[config.mk]
export PLATFORM = sky130hd
export DESIGN_NAME = otter_mem_arbiter
export DESIGN_NICKNAME = d
export VERILOG_FILES = /design/src/rtl/otter_mem_arb_pkg.sv /design/src/rtl/otter_arb_starve_ctr.sv /design/src/rtl/otter_mem_arbiter.sv
export SDC_FILE = /design/constraint.sdc
export NUM_CORES = 1
export LEC_CHECK = 0
export CAP_MARGIN = 5
export CORE_AREA = 2 2 109 111
export DETAILED_ROUTE_END_ITERATION = 10
export DIE_AREA = 0 0 111 113
export GPL_ROUTABILITY_DRIVEN = 0
export PLACE_DENSITY = 0.7
export SLEW_MARGIN = 0
export SYNTH_ARGS = -nofsm -noshare
export SYNTH_HDL_FRONTEND = slang
export SYNTH_SLANG_ARGS = --single-unit
[constraint.sdc]
create_clock -name CLK -period 1.7 [get_ports CLK]
set_clock_uncertainty 0.1 [all_clocks]
set_input_delay 0.34 -clock CLK [delete_from_list [all_inputs] [get_ports CLK]]
set_output_delay 0.34 -clock CLK [all_outputs]
set_load 0.005 [all_outputs]
[src/rtl/otter_mem_arb_pkg.sv]
// otter_mem_arb_pkg: shared types and constants for the OTTER data-port arbiter.
package otter_mem_arb_pkg;

  typedef enum logic [1:0] {
    NORMAL = 2'd0,
    STARVE = 2'd1,
    LOCKED = 2'd2
  } arb_state_t;

  typedef enum logic {
    CPU = 1'b0,
    DBG = 1'b1
  } owner_t;

  localparam logic [1:0] SIZE_BYTE = 2'd0;
  localparam logic [1:0] SIZE_HALF = 2'd1;
  localparam logic [1:0] SIZE_WORD = 2'd2;

endpackage

[src/rtl/otter_arb_starve_ctr.sv]
// otter_arb_starve_ctr: saturating count of cycles the debug requester waited.
// hit flags that the count reaches the limit on the coming edge, so the
// arbiter can hand DBG priority in the very next cycle.
module otter_arb_starve_ctr #(
  parameter int MAX_WAIT = 8
) (
  input  logic CLK,
  input  logic RST_N,
  input  logic starve,
  input  logic clr,
  output logic hit
);

  localparam logic [7:0] LIMIT = 8'(MAX_WAIT);

  logic [7:0] count;
  logic [7:0] count_nxt;

  // Next count: clear wins, otherwise step up while starved until saturated.
  always_comb begin
    count_nxt = count;
    if (clr) begin
      count_nxt = '0;
    end else if (starve && (count != LIMIT)) begin
      count_nxt = count + 8'd1;
    end
  end

  assign hit = (count_nxt == LIMIT);

  // Count register.
  always_ff @(posedge CLK or negedge RST_N) begin
    if (!RST_N) begin
      count <= '0;
    end else begin
      count <= count_nxt;
    end
  end

endmodule

[src/rtl/otter_mem_arbiter.sv]
// otter_mem_arbiter: two-requester (CPU, debug/loader) arbiter for the OTTER
// memory data port, with starvation relief for DBG and 1-cycle read return.
// Optional bus lock for the debug requester: define MEM_ARB_LOCK_EN.
//
//   state  | meaning
//   NORMAL | CPU wins when both request; DBG wait cycles are counted
//   STARVE | DBG waited MAX_WAIT cycles and now wins
//   LOCKED | DBG holds the bus; CPU is never granted
module otter_mem_arbiter
  import otter_mem_arb_pkg::*;
#(
  parameter int MAX_WAIT = 8
) (
  input  logic        CLK,
  input  logic        RST_N,
  input  logic        CPU_REQ,
  input  logic        CPU_WE,
  input  logic        CPU_SIGN,
  input  logic [31:0] CPU_ADDR,
  input  logic [31:0] CPU_DIN,
  input  logic [1:0]  CPU_SIZE,
  output logic        CPU_GNT,
  output logic        CPU_RVALID,
  input  logic        DBG_REQ,
  input  logic        DBG_WE,
  input  logic        DBG_SIGN,
  input  logic [31:0] DBG_ADDR,
  input  logic [31:0] DBG_DIN,
  input  logic [1:0]  DBG_SIZE,
  output logic        DBG_GNT,
  output logic        DBG_RVALID,
  input  logic        DBG_LOCK,
  output logic [31:0] RDATA,
  output logic [31:0] MEM_ADDR2,
  output logic [31:0] MEM_DIN2,
  output logic [1:0]  MEM_SIZE,
  output logic        MEM_SIGN,
  output logic        MEM_WRITE2,
  output logic        MEM_READ2,
  input  logic [31:0] MEM_DOUT2
);

  arb_state_t state;
  logic       pend_valid;
  owner_t     pend_owner;
  logic       starve_hit;
  logic       lock_take;
  logic       dbg_starved;
  logic       starve_clr;

  // Grant from current state and requests; forced low while in reset.
  always_comb begin
    CPU_GNT = 1'b0;
    DBG_GNT = 1'b0;
    if (RST_N) begin
      case (state)
        LOCKED: DBG_GNT = DBG_REQ;
        STARVE: begin
          DBG_GNT = DBG_REQ;
          CPU_GNT = CPU_REQ & ~DBG_REQ;
        end
        default: begin
          CPU_GNT = CPU_REQ;
          DBG_GNT = DBG_REQ & ~CPU_REQ;
        end
      endcase
    end
  end

  // Memory command follows the granted requester; idle bus drives zeros.
  always_comb begin
    MEM_ADDR2  = '0;
    MEM_DIN2   = '0;
    MEM_SIZE   = '0;
    MEM_SIGN   = 1'b0;
    MEM_WRITE2 = 1'b0;
    MEM_READ2  = 1'b0;
    if (CPU_GNT) begin
      MEM_ADDR2  = CPU_ADDR;
      MEM_DIN2   = CPU_DIN;
      MEM_SIZE   = CPU_SIZE;
      MEM_SIGN   = CPU_SIGN;
      MEM_WRITE2 = CPU_WE;
      MEM_READ2  = ~CPU_WE;
    end else if (DBG_GNT) begin
      MEM_ADDR2  = DBG_ADDR;
      MEM_DIN2   = DBG_DIN;
      MEM_SIZE   = DBG_SIZE;
      MEM_SIGN   = DBG_SIGN;
      MEM_WRITE2 = DBG_WE;
      MEM_READ2  = ~DBG_WE;
    end
  end

`ifdef MEM_ARB_LOCK_EN
  assign lock_take = DBG_GNT & DBG_LOCK;
`else
  assign lock_take = 1'b0;
`endif

  assign dbg_starved = DBG_REQ & ~DBG_GNT;
  assign starve_clr  = ~DBG_REQ | DBG_GNT;

  otter_arb_starve_ctr #(
    .MAX_WAIT(MAX_WAIT)
  ) u_starve_ctr (
    .CLK   (CLK),
    .RST_N (RST_N),
    .starve(dbg_starved),
    .clr   (starve_clr),
    .hit   (starve_hit)
  );

  // Arbitration state plus owner of the read accepted on this edge.
  always_ff @(posedge CLK or negedge RST_N) begin
    if (!RST_N) begin
      state      <= NORMAL;
      pend_valid <= 1'b0;
      pend_owner <= CPU;
    end else begin
      pend_valid <= MEM_READ2;
      pend_owner <= CPU_GNT ? CPU : DBG;
      case (state)
        NORMAL: begin
          if (lock_take) state <= LOCKED;
          else if (starve_hit) state <= STARVE;
        end
        STARVE: begin
          if (lock_take) state <= LOCKED;
          else if (DBG_GNT || !DBG_REQ) state <= NORMAL;
        end
        LOCKED: begin
          if (!DBG_LOCK) state <= NORMAL;
        end
        default: state <= NORMAL;
      endcase
    end
  end

  assign CPU_RVALID = pend_valid & (pend_owner == CPU);
  assign DBG_RVALID = pend_valid & (pend_owner == DBG);
  assign RDATA      = pend_valid ? MEM_DOUT2 : '0;

endmodule
Word level (Yosys, flattened, before mapping)
Index checks and enable logic that the tools add are counted.

storage, ports and cells
  register bits after elaboration = 12
  bits of input ports = 173
  output and inout port bits = 105
  logic and storage cells = 54

cells by class
  add/sub/neg operators = 1
  equal/unequal tests = 7
  muxes and demuxes = 24
  bitwise gates (word level) = 12
  reduce and logical (&&, ||, !) cells = 6

operators by type and width
  cell                 count
  $mux 32              5
  $mux 8               2
  $mux 1               10
  $mux 2               5
  $add 8x1->8 const B  1
  $eq 8x4->1 const B   1
  $ne 8x4->1 const B   1
  $ne 2x2->1 const B   3
  $not 1->1            6
  $pmux 2 s3           1
  $and 1x1->1          5
  $reduce_and 3->1     1
  $eq 2x1->1 const B   1
  $eq 2x2->1 const B   1
  $logic_not 2->1      1
  $pmux 1 s2           1
  $reduce_or 2->1      1
  $logic_and 1x1->1    1
  $logic_not 1->1      1
  $logic_or 1x1->1     1
  $or 1x1->1           1

Depth between registers and ports, before layout
Gate-level depths: netlist (run 1).

  word-level depth = 12
  mapped depth = 7
  mapped depth without buffers = 6

Modules after synthesis
Synthesis (run 1) repeated with hierarchy kept, for this count alone.

second synthesis, totals
  cells, all modules = 355
  area, all modules = 2207.1 µm²

modules (own cells, without submodules)
  module                instances  cells each  area an instance (µm²)  seq. area each (µm²)
  otter_mem_arbiter     1          289         1604.0                  75.1
  otter_arb_starve_ctr  1          66          603.1                   200.2

Least setup slack after synthesis (run 1)
No wires, ideal clock.

  path type = input-to-output
  start point = input CPU_REQ
  end point = output MEM_READ2
  arrival = 1507 ps
  required time = 1260 ps
  setup slack = -247 ps
  cell stages on the path = 5
  buffers on the path = 1
  cells stage by stage = nor2b_1 -> nor3b_1 -> clkbuf_1 -> inv_1 -> o22ai_1

on the way
  cells in the longest elaborated chain, start to end = 6
  elaborated cells between the ends (all ways) = 9
  classes of those cells = 6 x mux; 3 x bitwise

ends and longest elaborated chain
  element      RTL line                 source
  from (decl)  otter_mem_arbiter.sv:16  input logic CPU_REQ,
  $not 1->1    otter_mem_arbiter.sv:64  DBG_GNT = DBG_REQ & ~CPU_REQ;
  $and 1x1->1  otter_mem_arbiter.sv:64
  $mux 1       otter_mem_arbiter.sv:56  case (state)
  $mux 1       otter_mem_arbiter.sv:55  if (RST_N) begin
  net DBG_GNT  otter_mem_arbiter.sv:30  output logic DBG_GNT,
  $mux 1       otter_mem_arbiter.sv:85  end else if (DBG_GNT) begin
  $mux 1       otter_mem_arbiter.sv:78  if (CPU_GNT) begin
  to (decl)    otter_mem_arbiter.sv:39  output logic MEM_READ2,

The timed path passes the listed nets, and every way through them passes these cells.

Worst setup path after layout (run 1)
  start point = register state[0]
  end point = output MEM_ADDR2[17]

on the way
  cells in the longest elaborated chain, start to end = 6
  elaborated cells between the ends (all ways) = 9
  classes of those cells = 2 x eq/ne; 6 x mux; 1 x reduce/logical

ends and longest elaborated chain
  element                                   RTL line                  source
  from (decl)                               otter_mem_arbiter.sv:43   arb_state_t state;
  from (signal assigned)                    otter_mem_arbiter.sv:117  state <= NORMAL;
  from (signal assigned)                    otter_mem_arbiter.sv:125  if (lock_take) state <= LOCKED;
  from (signal assigned)                    otter_mem_arbiter.sv:126  else if (starve_hit) state <= STARVE;
  $eq 2x2->1 or $eq 2x1->1 (tied branches)  otter_mem_arbiter.sv:56
  $reduce_or 2->1 (no source line)          -
  $mux 1                                    otter_mem_arbiter.sv:56
  $mux 1                                    otter_mem_arbiter.sv:55
  $mux 32                                   otter_mem_arbiter.sv:85
  $mux 32 *                                 otter_mem_arbiter.sv:78
  to (decl)                                 otter_mem_arbiter.sv:34   output logic [31:0] MEM_ADDR2,

Every way passes the cells marked *; elsewhere a longest branch is shown, timed or not.

==> results of run 1 <==
## area by class of cell
type                    instances  area [um^2]
well taps                     143        178.9
multi-input cells             156         1222
inverters                       7        31.28
clock buffers                   4        78.83
repair buffers                343         3093
fillers                      1099         6391
flip-flops and latches         11        276.5
## state kept, by name, indices dropped and copies added, names as in the netlist
name,count
pend_owner,1
pend_valid,1
state,1
u_starve_ctr.count,8
## power breakdown
| group | switching [mW] | internal [mW] | total [mW] |
|---|---|---|---|
| Clock | 0.122 | 0.315 | 0.438 |
| Combinational | 0.324 | 0.686 | 1.01 |
| Sequential | 0.00782 | 0.270 | 0.278 |
| Total | 0.454 | 1.27 | 1.73 |
## cell usage after synthesis (all sizes together), types with 4 or more instances
master   n  area [um^2]
a21oi    4        20.02
nand2    4        15.01
nor2    13        48.80
a22o    68        595.6
inv      6        22.52
nand3    6        30.03
dfrtp   11        275.3
and2    33        206.5
xnor2    6        52.55
buf      4        31.27
clkbuf  18        67.56
## layout by cell type (no fill, tap or decap), types with 2 or more instances in the layout
| master | n |
|---|---|
| buf_4 | 27 |
| buf_12 | 10 |
| buf_16 | 3 |
| buf_6 | 27 |
| nand3_1 | 5 |
| inv_1 | 5 |
| clkbuf_2 | 38 |
| a21oi_1 | 4 |
| o22ai_2 | 2 |
| dfrtp_1 | 10 |
| buf_2 | 58 |
| dlygate4sd2_1 | 3 |
| nor2_1 | 13 |
| xnor2_1 | 6 |
| buf_8 | 5 |
| and2_1 | 32 |
| clkdlybuf4s15_1 | 4 |
| ha_1 | 2 |
| a22o_1 | 68 |
| nand2_1 | 4 |
| clkdlybuf4s50_1 | 168 |
| clkbuf_16 | 3 |
## worst max-delay path, delay by kind of cell, from the launching register on
kind / cells / cell delay [ns]
AOI/OAI and AO/OA: 1 / 0.19
buffers and inverters: 6 / 0.72
DFF: 1 / 0.42
and+or+nand+nor: 2 / 0.21
## how the worst min path moves through the flow
stage	start	depth (start not counted)	to	slack [ns]
finish	RST_N	2	state[0]$_DFFE_PN0P_	0.12
global route	RST_N	2	state[0]$_DFFE_PN0P_	0.14
CTS	RST_N	2	state[0]$_DFFE_PN0P_	0.12
detailed placement	state[0]$_DFFE_PN0P_	2	state[0]$_DFFE_PN0P_	0.47
global placement	u_starve_ctr.count[7]$_DFF_PN0_	2	u_starve_ctr.count[7]$_DFF_PN0_	0.46
floorplan	RST_N	0	pend_owner$_DFF_PN0_	-0.06
## per-layer routing
| metal | vias up | part of all wire (%) |
|---|---|---|
| li1 | 1396 | - |
| met1 | 1337 | 37 |
| met2 | 193 | 54 |
| met3 | 13 | 7.9 |
| met4 | 0 | 1.6 |
| met5 | - | 0 |
## what timing repair did
item,CTS,global route
cloned,7,0
endpoints found under the setup margin,107,106
pin swaps,18,16
hold endpoints to repair,0,0
resized for setup,335,105
setup buffers,32,12
## metrics by stage
step                cell area (um^2)  power, mW  setup WS [ns]  std cells  hold slack [ns]
floorplan                       1588     0.5005       -0.06345        196         -0.05559
global placement                4676      1.260         -1.002        618           0.4599
detailed placement              4676      1.264         -1.026        618           0.4655
CTS                             5004      1.741        -0.6393        659           0.1233
global route                    4881      1.818        -0.5944        664           0.1388
finish                          4881      1.726        -0.5382        664           0.1247
## cell families (layout without fill, tap and decap cells)
| kind of cell | count (synthesis) | count (layout) | synth area share (%) |
|---|---|---|---|
| flip-flops | 11 | 11 | 17.52 |
| buffers and inverters | 29 | 354 | 7.961 |
| XOR/XNOR | 7 | 7 | 3.901 |
| AND/OR/NAND/NOR | 66 | 66 | 24.76 |
| adder cells (fa/ha/maj) | 2 | 2 | 1.592 |
| multiplexers | 1 | 1 | 0.6370 |
| AO/OA/AOI/OAI | 80 | 80 | 43.63 |
==> metrics, run 1 <==
HP Class input pin to async pin; RR Startpoint state[0]$_DFFE_PN0P_; Max Clock Freq 446.8 MHz; status finished, violations left; startpoint types register; CP endpoint kind primary output; top_reg_cell synth dfrtp_1; Max Slew Vio Count 0; Slew @ Worst Pin ~0.30 ns; RSZ-0062 raised after global routing yes; worst setup margin -0.5382 ns; clock slew at reported path FFs 0.04 ns; CTS Hold Bufs 0; final WL 12,040 um; Syn Inst Count between 150 and 200; FF-to-FF setup slack -0.05 ns; drt drc 0; total nets after synthesis approximately 370; Setup violations, final between 70 and 80; Final ANT Viol Nets 0; H-tree depth 1; worst reg-to-reg path cell count 7; CP Launch Point state[0]$_DFFE_PN0P_; Post-synth ARST share 100.0%; Fin. Hold Viols 0; CP Cell Sequence nor2b_4 > nor3b_4 > buf_12 > buf_12 > buf_12 > buf_6 > buf_6 > a22o_1 > buf_2; Cell Rows 39; TritonCTS clock tree yes; HPWL Detailed 8873 um; grt ovf 0; I/O pin count around 280; core area between 10,000 and 15,000 um^2; vias in the first global route just over 3,000; FF+latch count, synth 11; Yosys Warn Count 0; CTS buffer count 3; Rel. slew slack around 80%; failing checks negative setup slack; clock sinks 11; syn_area_per_cell roughly 8 um^2; WL per Instance around 18 um; post-synthesis sequential area ratio approximately 18%; met3 Use GR 3.267%; largest net degree at the start of global routing 21; Max IR drop VDD ~0.27 mV; number of enable flip-flop cells after synthesis 0; critical path's most frequent cell buf_12; Max FO, Critical Path 5; Worst Path Arrival between 1.5 and 2 ns; Util after Layout 43.30%; worst-skew pair later-pin latency 0.24 ns; Synth cell types 32; clk buf depth 2; post-route setup TNS -28.03 ns; Period Utilization, post-route 131.7%; layout cells sized above 1 35.70%; Netlist Area Pre-Place approximately 1600 um^2; synth-to-layout area growth 210.6%; r2r endpoint state[0]$_DFFE_PN0P_; vias per cell around 4.4; clk root buf clkbuf_16; worst path required time 1.26 ns; Die Span X around 110 um; critical path's slowest cell dfrtp_1; DRT Pass-1 Iters 4; height of the chip around 110 um; global-route wire length before repair between 15,000 and 20,000 um; GRT Total Usage around 18%; DRT iter0 DRCs 116; max_cap viols 0; initial antenna violation count 0; Lkg Pwr ~2.3 nW; max incr delay on CP between 0.4 and 0.5 ns; Starting Density between 10% and 20%; Port Buffers between 200 and 300; Tmin final ~2.2 ns; CP Capture Point MEM_ADDR2[17]; met1 Track Usage GR between 10% and 20%; Ant. Diodes 0; Nets 697; met2 Track Usage GR between 30 and 40%; Worst Setup Path Type register to primary output; GRT Max-Usage Layer met2; routed via count 2,939; die area 12,540 um^2; PwrDens 353.7 nW/um^2
(Power assumes the default switching activity.)
==> inputs of run 2 (changes only) <==
Settings changed: CTS_CLUSTER_DIAMETER from default to 50.
==> results of run 2 <==
No change in the layout: final DEF, timing and power equal those of run 1.
